$ cat config.mk
export PLATFORM = sky130hd
export DESIGN_NAME = result_deframer
export DESIGN_NICKNAME = d
export VERILOG_FILES = /design/src/rtl/parameters.sv /design/src/rtl/deserializer.sv /design/src/rtl/result_deframer.sv
export SDC_FILE = /design/constraint.sdc
export NUM_CORES = 1
export LEC_CHECK = 0
export BUFFER_PORTS_ARGS = -buffer_cell sky130_fd_sc_hd__buf_2
export CAP_MARGIN = 20
export CORE_AREA = 3 3 105 107
export DETAILED_ROUTE_END_ITERATION = 6
export DIE_AREA = 0 0 108 110
export HOLD_SLACK_MARGIN = 0.02
export MAX_ROUTING_LAYER = met4
export PLACE_DENSITY = 0.61
export SKIP_CTS_REPAIR_TIMING = 1
export SLEW_MARGIN = 0
export SYNTH_ARGS = -nofsm -noshare
export SYNTH_HDL_FRONTEND = slang
export SYNTH_SLANG_ARGS = --single-unit
$ cat constraint.sdc
create_clock -name clk -period 2 [get_ports clk]
set_input_delay 0.6 -clock clk [delete_from_list [all_inputs] [get_ports clk]]
set_output_delay 0.6 -clock clk [all_outputs]
set_load 0.005 [all_outputs]
$ cat src/rtl/parameters.sv
// rtl/parameters.sv - shared frame constants and correction-word sizing helpers
//
// Purpose: constants common to every stage that handles decoder result
// frames, plus the derivation of correction bits/bytes per round.
// Contents:
//   HDR_LEN          header bytes per frame (iterations, cycles hi, cycles lo)
//   BYTE_W           stream byte width
//   corr_bits()      correction bits per round for a given lattice
//   corr_bytes()     stream bytes carrying one round
//   deframer_state_e result deframer FSM states
package parameters;

  localparam int HDR_LEN = 3;
  localparam int BYTE_W  = 8;

  function automatic int corr_bits(input int grid_x, input int grid_z);
    return 3 * (grid_x - 1) * grid_z + grid_z + 1;
  endfunction

  function automatic int corr_bytes(input int c_bits);
    return (c_bits + BYTE_W - 1) >> 3;
  endfunction

  function automatic int frame_bytes(input int c_bits, input int rounds);
    return HDR_LEN + corr_bytes(c_bits) * rounds;
  endfunction

  typedef enum logic [2:0] {
    HDR_ITER   = 3'd0,
    HDR_CYC_HI = 3'd1,
    HDR_CYC_LO = 3'd2,
    PAYLOAD    = 3'd3,
    EMIT       = 3'd4
  } deframer_state_e;

endpackage

$ cat src/rtl/deserializer.sv
// rtl/deserializer.sv - narrow-to-wide word assembler, first byte least significant
//
// Purpose: collects NARROW_WIDTH-bit slices into one WIDE_WIDTH-bit word.
// Ports:
//   clk, reset_n   clock, asynchronous active-low reset
//   clear          drop any partial word and restart at slice 0
//   in_data        narrow slice
//   in_load        slice accepted this cycle
//   word_data      assembled word including the slice being loaded now
//   word_done      the slice being loaded completes the word
module deserializer #(
  parameter int WIDE_WIDTH   = 11,
  parameter int NARROW_WIDTH = 8
) (
  input  logic                    clk,
  input  logic                    reset_n,
  input  logic                    clear,
  input  logic [NARROW_WIDTH-1:0] in_data,
  input  logic                    in_load,
  output logic [WIDE_WIDTH-1:0]   word_data,
  output logic                    word_done
);

  localparam int N_SLICES = (WIDE_WIDTH + NARROW_WIDTH - 1) / NARROW_WIDTH;
  localparam int CNT_W    = (N_SLICES > 1) ? $clog2(N_SLICES) : 1;
  localparam int ASM_W    = N_SLICES * NARROW_WIDTH;

  logic [ASM_W-1:0] asm_q, asm_d, asm_merged;
  logic [CNT_W-1:0] cnt_q, cnt_d;
  int unsigned      base;

  always_comb begin
    base       = 32'(cnt_q) * NARROW_WIDTH;
    asm_merged = asm_q;
    if (in_load) begin
      asm_merged[base +: NARROW_WIDTH] = in_data;
    end
    word_done = in_load && (cnt_q == CNT_W'(N_SLICES - 1));
    // Bits above WIDE_WIDTH in the last slice are dropped here.
    word_data = asm_merged[WIDE_WIDTH-1:0];

    asm_d = asm_q;
    cnt_d = cnt_q;
    // Completing a word also empties the register so the next word starts
    // from zero and short words never inherit stale upper bits.
    if (clear || word_done) begin
      asm_d = '0;
      cnt_d = '0;
    end else if (in_load) begin
      asm_d = asm_merged;
      cnt_d = cnt_q + 1'b1;
    end
  end

  always_ff @(posedge clk or negedge reset_n) begin
    if (!reset_n) begin
      asm_q <= '0;
      cnt_q <= '0;
    end else begin
      asm_q <= asm_d;
      cnt_q <= cnt_d;
    end
  end

endmodule

$ cat src/rtl/result_deframer.sv
// rtl/result_deframer.sv - splits decoder result frames into header fields and correction rounds
//
// Purpose: parses frames of {iterations, cycles[15:8], cycles[7:0],
// GRID_WIDTH_U rounds of B bytes} and presents one correction word per round.
// Ports:
//   clk, reset_n                          clock, asynchronous active-low reset
//   input_data/input_valid/input_ready    byte stream in
//   corr_data/corr_round/corr_last        correction word, round index, last round
//   corr_valid/corr_ready                 correction handshake
//   hdr_iterations/hdr_cycles/hdr_valid   header fields, pulse on update
//   frame_count                           completed frames, saturating
//   max_iterations                        largest iteration count since reset
module result_deframer
  import parameters::*;
#(
  parameter  int GRID_WIDTH_X            = 4,
  parameter  int GRID_WIDTH_Z            = 1,
  parameter  int GRID_WIDTH_U            = 3,
  parameter  int ITERATION_COUNTER_WIDTH = 8,
  localparam int C                       = corr_bits(GRID_WIDTH_X, GRID_WIDTH_Z),
  localparam int RW                      = (GRID_WIDTH_U > 1) ? $clog2(GRID_WIDTH_U) : 1
) (
  input  logic                               clk,
  input  logic                               reset_n,
  input  logic [7:0]                         input_data,
  input  logic                               input_valid,
  output logic                               input_ready,
  output logic [C-1:0]                       corr_data,
  output logic [RW-1:0]                      corr_round,
  output logic                               corr_last,
  output logic                               corr_valid,
  input  logic                               corr_ready,
  output logic [ITERATION_COUNTER_WIDTH-1:0] hdr_iterations,
  output logic [15:0]                        hdr_cycles,
  output logic                               hdr_valid,
  output logic [15:0]                        frame_count,
  output logic [ITERATION_COUNTER_WIDTH-1:0] max_iterations
);

  localparam int IW = ITERATION_COUNTER_WIDTH;

  deframer_state_e state_q, state_d;
  logic [IW-1:0]   iter_q, iter_d;
  logic [7:0]      cyc_hi_q, cyc_hi_d;
  logic [IW-1:0]   hdr_iterations_q, hdr_iterations_d;
  logic [15:0]     hdr_cycles_q, hdr_cycles_d;
  logic            hdr_valid_q, hdr_valid_d;
  logic [C-1:0]    corr_data_q, corr_data_d;
  logic [RW-1:0]   corr_round_q, corr_round_d;
  logic            corr_last_q, corr_last_d;
  logic            corr_valid_q, corr_valid_d;
  logic [RW-1:0]   round_q, round_d;
  logic [15:0]     frame_count_q, frame_count_d;
  logic [IW-1:0]   max_iterations_q, max_iterations_d;

  logic            accept;
  logic            asm_clear;
  logic            asm_load;
  logic [C-1:0]    asm_word;
  logic            asm_done;

  // Stalling only ever happens in EMIT, so readiness depends on state alone.
  assign input_ready = (state_q != EMIT);
  assign accept      = input_valid && input_ready;
  assign asm_clear   = accept && (state_q == HDR_CYC_LO);
  assign asm_load    = accept && (state_q == PAYLOAD);

  deserializer #(
    .WIDE_WIDTH  (C),
    .NARROW_WIDTH(BYTE_W)
  ) u_deserializer (
    .clk      (clk),
    .reset_n  (reset_n),
    .clear    (asm_clear),
    .in_data  (input_data),
    .in_load  (asm_load),
    .word_data(asm_word),
    .word_done(asm_done)
  );

  always_comb begin
    state_d          = state_q;
    iter_d           = iter_q;
    cyc_hi_d         = cyc_hi_q;
    hdr_iterations_d = hdr_iterations_q;
    hdr_cycles_d     = hdr_cycles_q;
    hdr_valid_d      = 1'b0;
    corr_data_d      = corr_data_q;
    corr_round_d     = corr_round_q;
    corr_last_d      = corr_last_q;
    corr_valid_d     = corr_valid_q;
    round_d          = round_q;
    frame_count_d    = frame_count_q;
    max_iterations_d = max_iterations_q;

    // Compares against the published header, i.e. one cycle after it lands.
    if (hdr_valid_q && (hdr_iterations_q > max_iterations_q)) begin
      max_iterations_d = hdr_iterations_q;
    end

    case (state_q)
      HDR_ITER: begin
        if (accept) begin
          iter_d  = input_data[IW-1:0];
          state_d = HDR_CYC_HI;
        end
      end
      HDR_CYC_HI: begin
        if (accept) begin
          cyc_hi_d = input_data;
          state_d  = HDR_CYC_LO;
        end
      end
      HDR_CYC_LO: begin
        if (accept) begin
          hdr_iterations_d = iter_q;
          hdr_cycles_d     = {cyc_hi_q, input_data};
          hdr_valid_d      = 1'b1;
          round_d          = '0;
          state_d          = PAYLOAD;
        end
      end
      PAYLOAD: begin
        if (asm_done) begin
          corr_data_d  = asm_word;
          corr_round_d = round_q;
          corr_last_d  = (round_q == RW'(GRID_WIDTH_U - 1));
          corr_valid_d = 1'b1;
          state_d      = EMIT;
        end
      end
      EMIT: begin
        if (corr_valid_q && corr_ready) begin
          corr_valid_d = 1'b0;
          if (!corr_last_q) begin
            round_d = round_q + 1'b1;
            state_d = PAYLOAD;
          end else begin
            if (frame_count_q != 16'hFFFF) begin
              frame_count_d = frame_count_q + 16'd1;
            end
            state_d = HDR_ITER;
          end
        end
      end
      default: state_d = HDR_ITER;
    endcase
  end

  always_ff @(posedge clk or negedge reset_n) begin
    if (!reset_n) begin
      state_q          <= HDR_ITER;
      iter_q           <= '0;
      cyc_hi_q         <= '0;
      hdr_iterations_q <= '0;
      hdr_cycles_q     <= '0;
      hdr_valid_q      <= 1'b0;
      corr_data_q      <= '0;
      corr_round_q     <= '0;
      corr_last_q      <= 1'b0;
      corr_valid_q     <= 1'b0;
      round_q          <= '0;
      frame_count_q    <= '0;
      max_iterations_q <= '0;
    end else begin
      state_q          <= state_d;
      iter_q           <= iter_d;
      cyc_hi_q         <= cyc_hi_d;
      hdr_iterations_q <= hdr_iterations_d;
      hdr_cycles_q     <= hdr_cycles_d;
      hdr_valid_q      <= hdr_valid_d;
      corr_data_q      <= corr_data_d;
      corr_round_q     <= corr_round_d;
      corr_last_q      <= corr_last_d;
      corr_valid_q     <= corr_valid_d;
      round_q          <= round_d;
      frame_count_q    <= frame_count_d;
      max_iterations_q <= max_iterations_d;
    end
  end

  assign corr_data      = corr_data_q;
  assign corr_round     = corr_round_q;
  assign corr_last      = corr_last_q;
  assign corr_valid     = corr_valid_q;
  assign hdr_iterations = hdr_iterations_q;
  assign hdr_cycles     = hdr_cycles_q;
  assign hdr_valid      = hdr_valid_q;
  assign frame_count    = frame_count_q;
  assign max_iterations = max_iterations_q;

endmodule

==> impl_metrics.toml <==
[power]
ir_drop_mv = 0.469
power_leakage_nw = 2.38
p_per_area_nw_per_um2 = 1340

[worst_setup_path]
r2r_start = "hdr_iterations[7]"
cp_slowest_stage_delay_ns = 0.46
path_buf_inv = 3
crit_type = "reg2out"
crit_required_ns = 1.40
cp_max_fo = 5
crit_start = "state_q[1]"
cp_slowest_cell = "dfrtp_2"
crit_chain = "nor3b_4 -> buf_6 -> inv_2 -> buf_2"
rrSetupSlack_ns = 0.12
crit_arrival_ns = 1.31
cp_top_family = "flip-flops"
worstSetupPathDepth = 4
reg2regPathDepth = 6
cp-start-kind = "flop"
cp-end-kind = "output pin"

[detailed_routing]
drt-initial-drc-count = 112
drc_errors = 0
drtPass1Iterations = 4
ant_nets = 0
wl_per_cell_um = 14.6
routed-via-count = 2679
wl_mm = 8.02
viasPerCell = 4.89

[sta]
drv_slew = 0
fmax_mhz = 522
min_period_ns = 1.91
relSlewSlack_pct = 66.8
tns_ns = 0
finalSetupViolations = 0
hold_slack_ns = 0.196
final_hold_viol_count = 0
fin_ws_ns = 0.0856
fin_crit_sh_pct = 95.7
rsz0062_at_grt = "no"
finClkSkew_ns = 0.0113
worst_pin_slew_ns = 0.497

[clock_tree]
path_clk_slew_ns = 0.10
cts_sinks = 94
clk_latency_ns = 0.36
cts_inserted_buffers = 9
cts_tree = "yes"
cts_buffer_depth = 2
root_buffer = "clkbuf_8"
h-tree-depth = 3

[floorplan]
start_util_pct = 39.6
die_y_um = 110
core_um2 = 10200
dieArea_um2 = 11900
placementRows = 37
pin_count = 77
die_x_um = 108

[synthesis]
yosysSeqAreaShare_pct = 58.0
synthesis.nets = 329
yosys_warnings = 0
ys.flop_type = "dfrtp_1"
ys_seq_elements = 94
netlist_area_um2 = 4050
ys_types = 40
syn-instance-count = 307
avgSynthCellArea_um2 = 13.2
synth-edff-count = 0
synthArstFlopShare_pct = 100

[global_routing]
grt_pass1_wl_mm = 13.5
grt_max_degree = 36
antenna_found_initial = 0
grt_pass1_vias = 2791
overflow = 0
groute.usage.overall_pct = 14.8

[cells_and_area]
n_antenna_cell = 0
final_net_count = 429
synthToLayoutAreaGrowth_pct = 22.3
design_area_um2 = 4950
drive_gt1_share_pct = 47.3
postLayoutCoreUtil_pct = 48.4

[place]
dp_worst_setup_slack_ns = 0.0403
placed_cell_area_um2 = 4740
port_buffers = 76
dp_hpwl_mm = 5.88
place.gp.congestion = 0.794

[hold_path]
min-delay-path-class = "in2async"

[run_status]
status = "finished, final reports clean"

[run]
cap_violations = 0
-- report_power, final --
part	internal, W	switching (W)	total, W	leakage, nW
Combinational	0.00131	0.00102	0.00234	1.10
Clock	0.000480	0.000709	0.00119	0.0949
Sequential	0.00263	0.000458	0.00309	1.18
-- cell type report --
cell class / count / area (µm²)
Fill cell: 927 / 5280
Sequential cell: 94 / 2360
Multi-Input combinational cell: 190 / 1600
Timing Repair Buffer: 98 / 589
Tap cell: 136 / 170
Clock buffer: 9 / 124
Clock inverter: 7 / 66.3
Inverter: 14 / 52.6
-- layer usage --
metal | vias to the layer above | track usage, % | routed length [µm]
met2 | 65 | 23.2 | 3770
met4 | 0 | 4.60 | 49
met5 | - | - | 0
met3 | 4 | 3.44 | 439
li1 | 1278 | - | -
met1 | 1332 | 19.4 | 3760
-- cell usage after synthesis, types with 2 or more instances --
library cell,instances,share of area (%)
dfrtp_1,94,58
mux2_2,64,18
nand2_1,32,3.0
inv_1,14,1.3
o21ai_0,12,1.5
ha_1,10,3.1
nor2_1,9,0.83
xnor2_1,9,1.9
nand3_1,8,0.99
nand4_1,7,1.1
a21oi_1,4,0.49
buf_2,4,0.49
xor2_1,4,0.86
nor3_1,3,0.37
a31oi_1,2,0.31
and3_2,2,0.37
and4_1,2,0.43
buf_4,2,0.37
clkbuf_1,2,0.19
nor2_2,2,0.31
nor4b_4,2,1.2
-- per-stage QoR --
stage	std cells	total power [W]
final	548	0.00662
after global routing	548	0.00714
after CTS	546	0.00668
after detailed placement	530	0.00548
after global placement	530	0.00537
after floorplan	307	0.00449
-- logic make-up after synthesis --
family | synth area share (%)
DFF | 58.0
and+or+nand+nor | 11.4
muxes | 18.0
AOI/OAI and AO/OA | 4.01
buffers and inverters | 2.62
xor gates and xnor gates | 2.81
adders and majority gates | 3.09
-- flip-flops by register name (all words and copies together), names as in the netlist --
| signal | count |
|---|---|
| max_iterations | 8 |
| corr_valid | 1 |
| u_deserializer.cnt_q | 1 |
| corr_last | 1 |
| corr_round | 2 |
| iter_q | 8 |
| hdr_valid | 1 |
| cyc_hi_q | 8 |
| corr_data | 11 |
| frame_count | 16 |
| state_q | 3 |
| u_deserializer.asm_q | 8 |
| hdr_iterations | 8 |
| hdr_cycles | 16 |
| round_q | 2 |
-- worst reg2reg max path: cells and delay by family, from the launching register on --
kind | cells | cell delay [ns]
AOI/OAI and AO/OA | 2 | 0.38
and+or+nand+nor | 1 | 0.11
adders and majority gates | 1 | 0.35
muxes | 1 | 0.34
DFF | 1 | 0.42
buffers and inverters | 1 | 0.17
-- final timing paths --
kind / to
min reg2reg: u_deserializer.asm_q[4]
max reg2reg: max_iterations[1]
min in group clk: u_deserializer.asm_q[4]
min: hdr_cycles[3]
max in group asynchronous: corr_data[10]
max: input_ready
-- layout by cell type, fill, tap and decap left out, drive strengths merged, types with 3 or more instances in the layout --
cell and n:
dfrtp 94, nor4b 3, xnor2 9, ha 10
buf 98, mux2 64, nand2 32, xor2 4
nand4 8, nor3 4, nor2 11, clkbuf 9
clkinv 3, a21oi 4, nand3 8, inv 17
o21ai 12
Power figures use the tool's default switching activity.
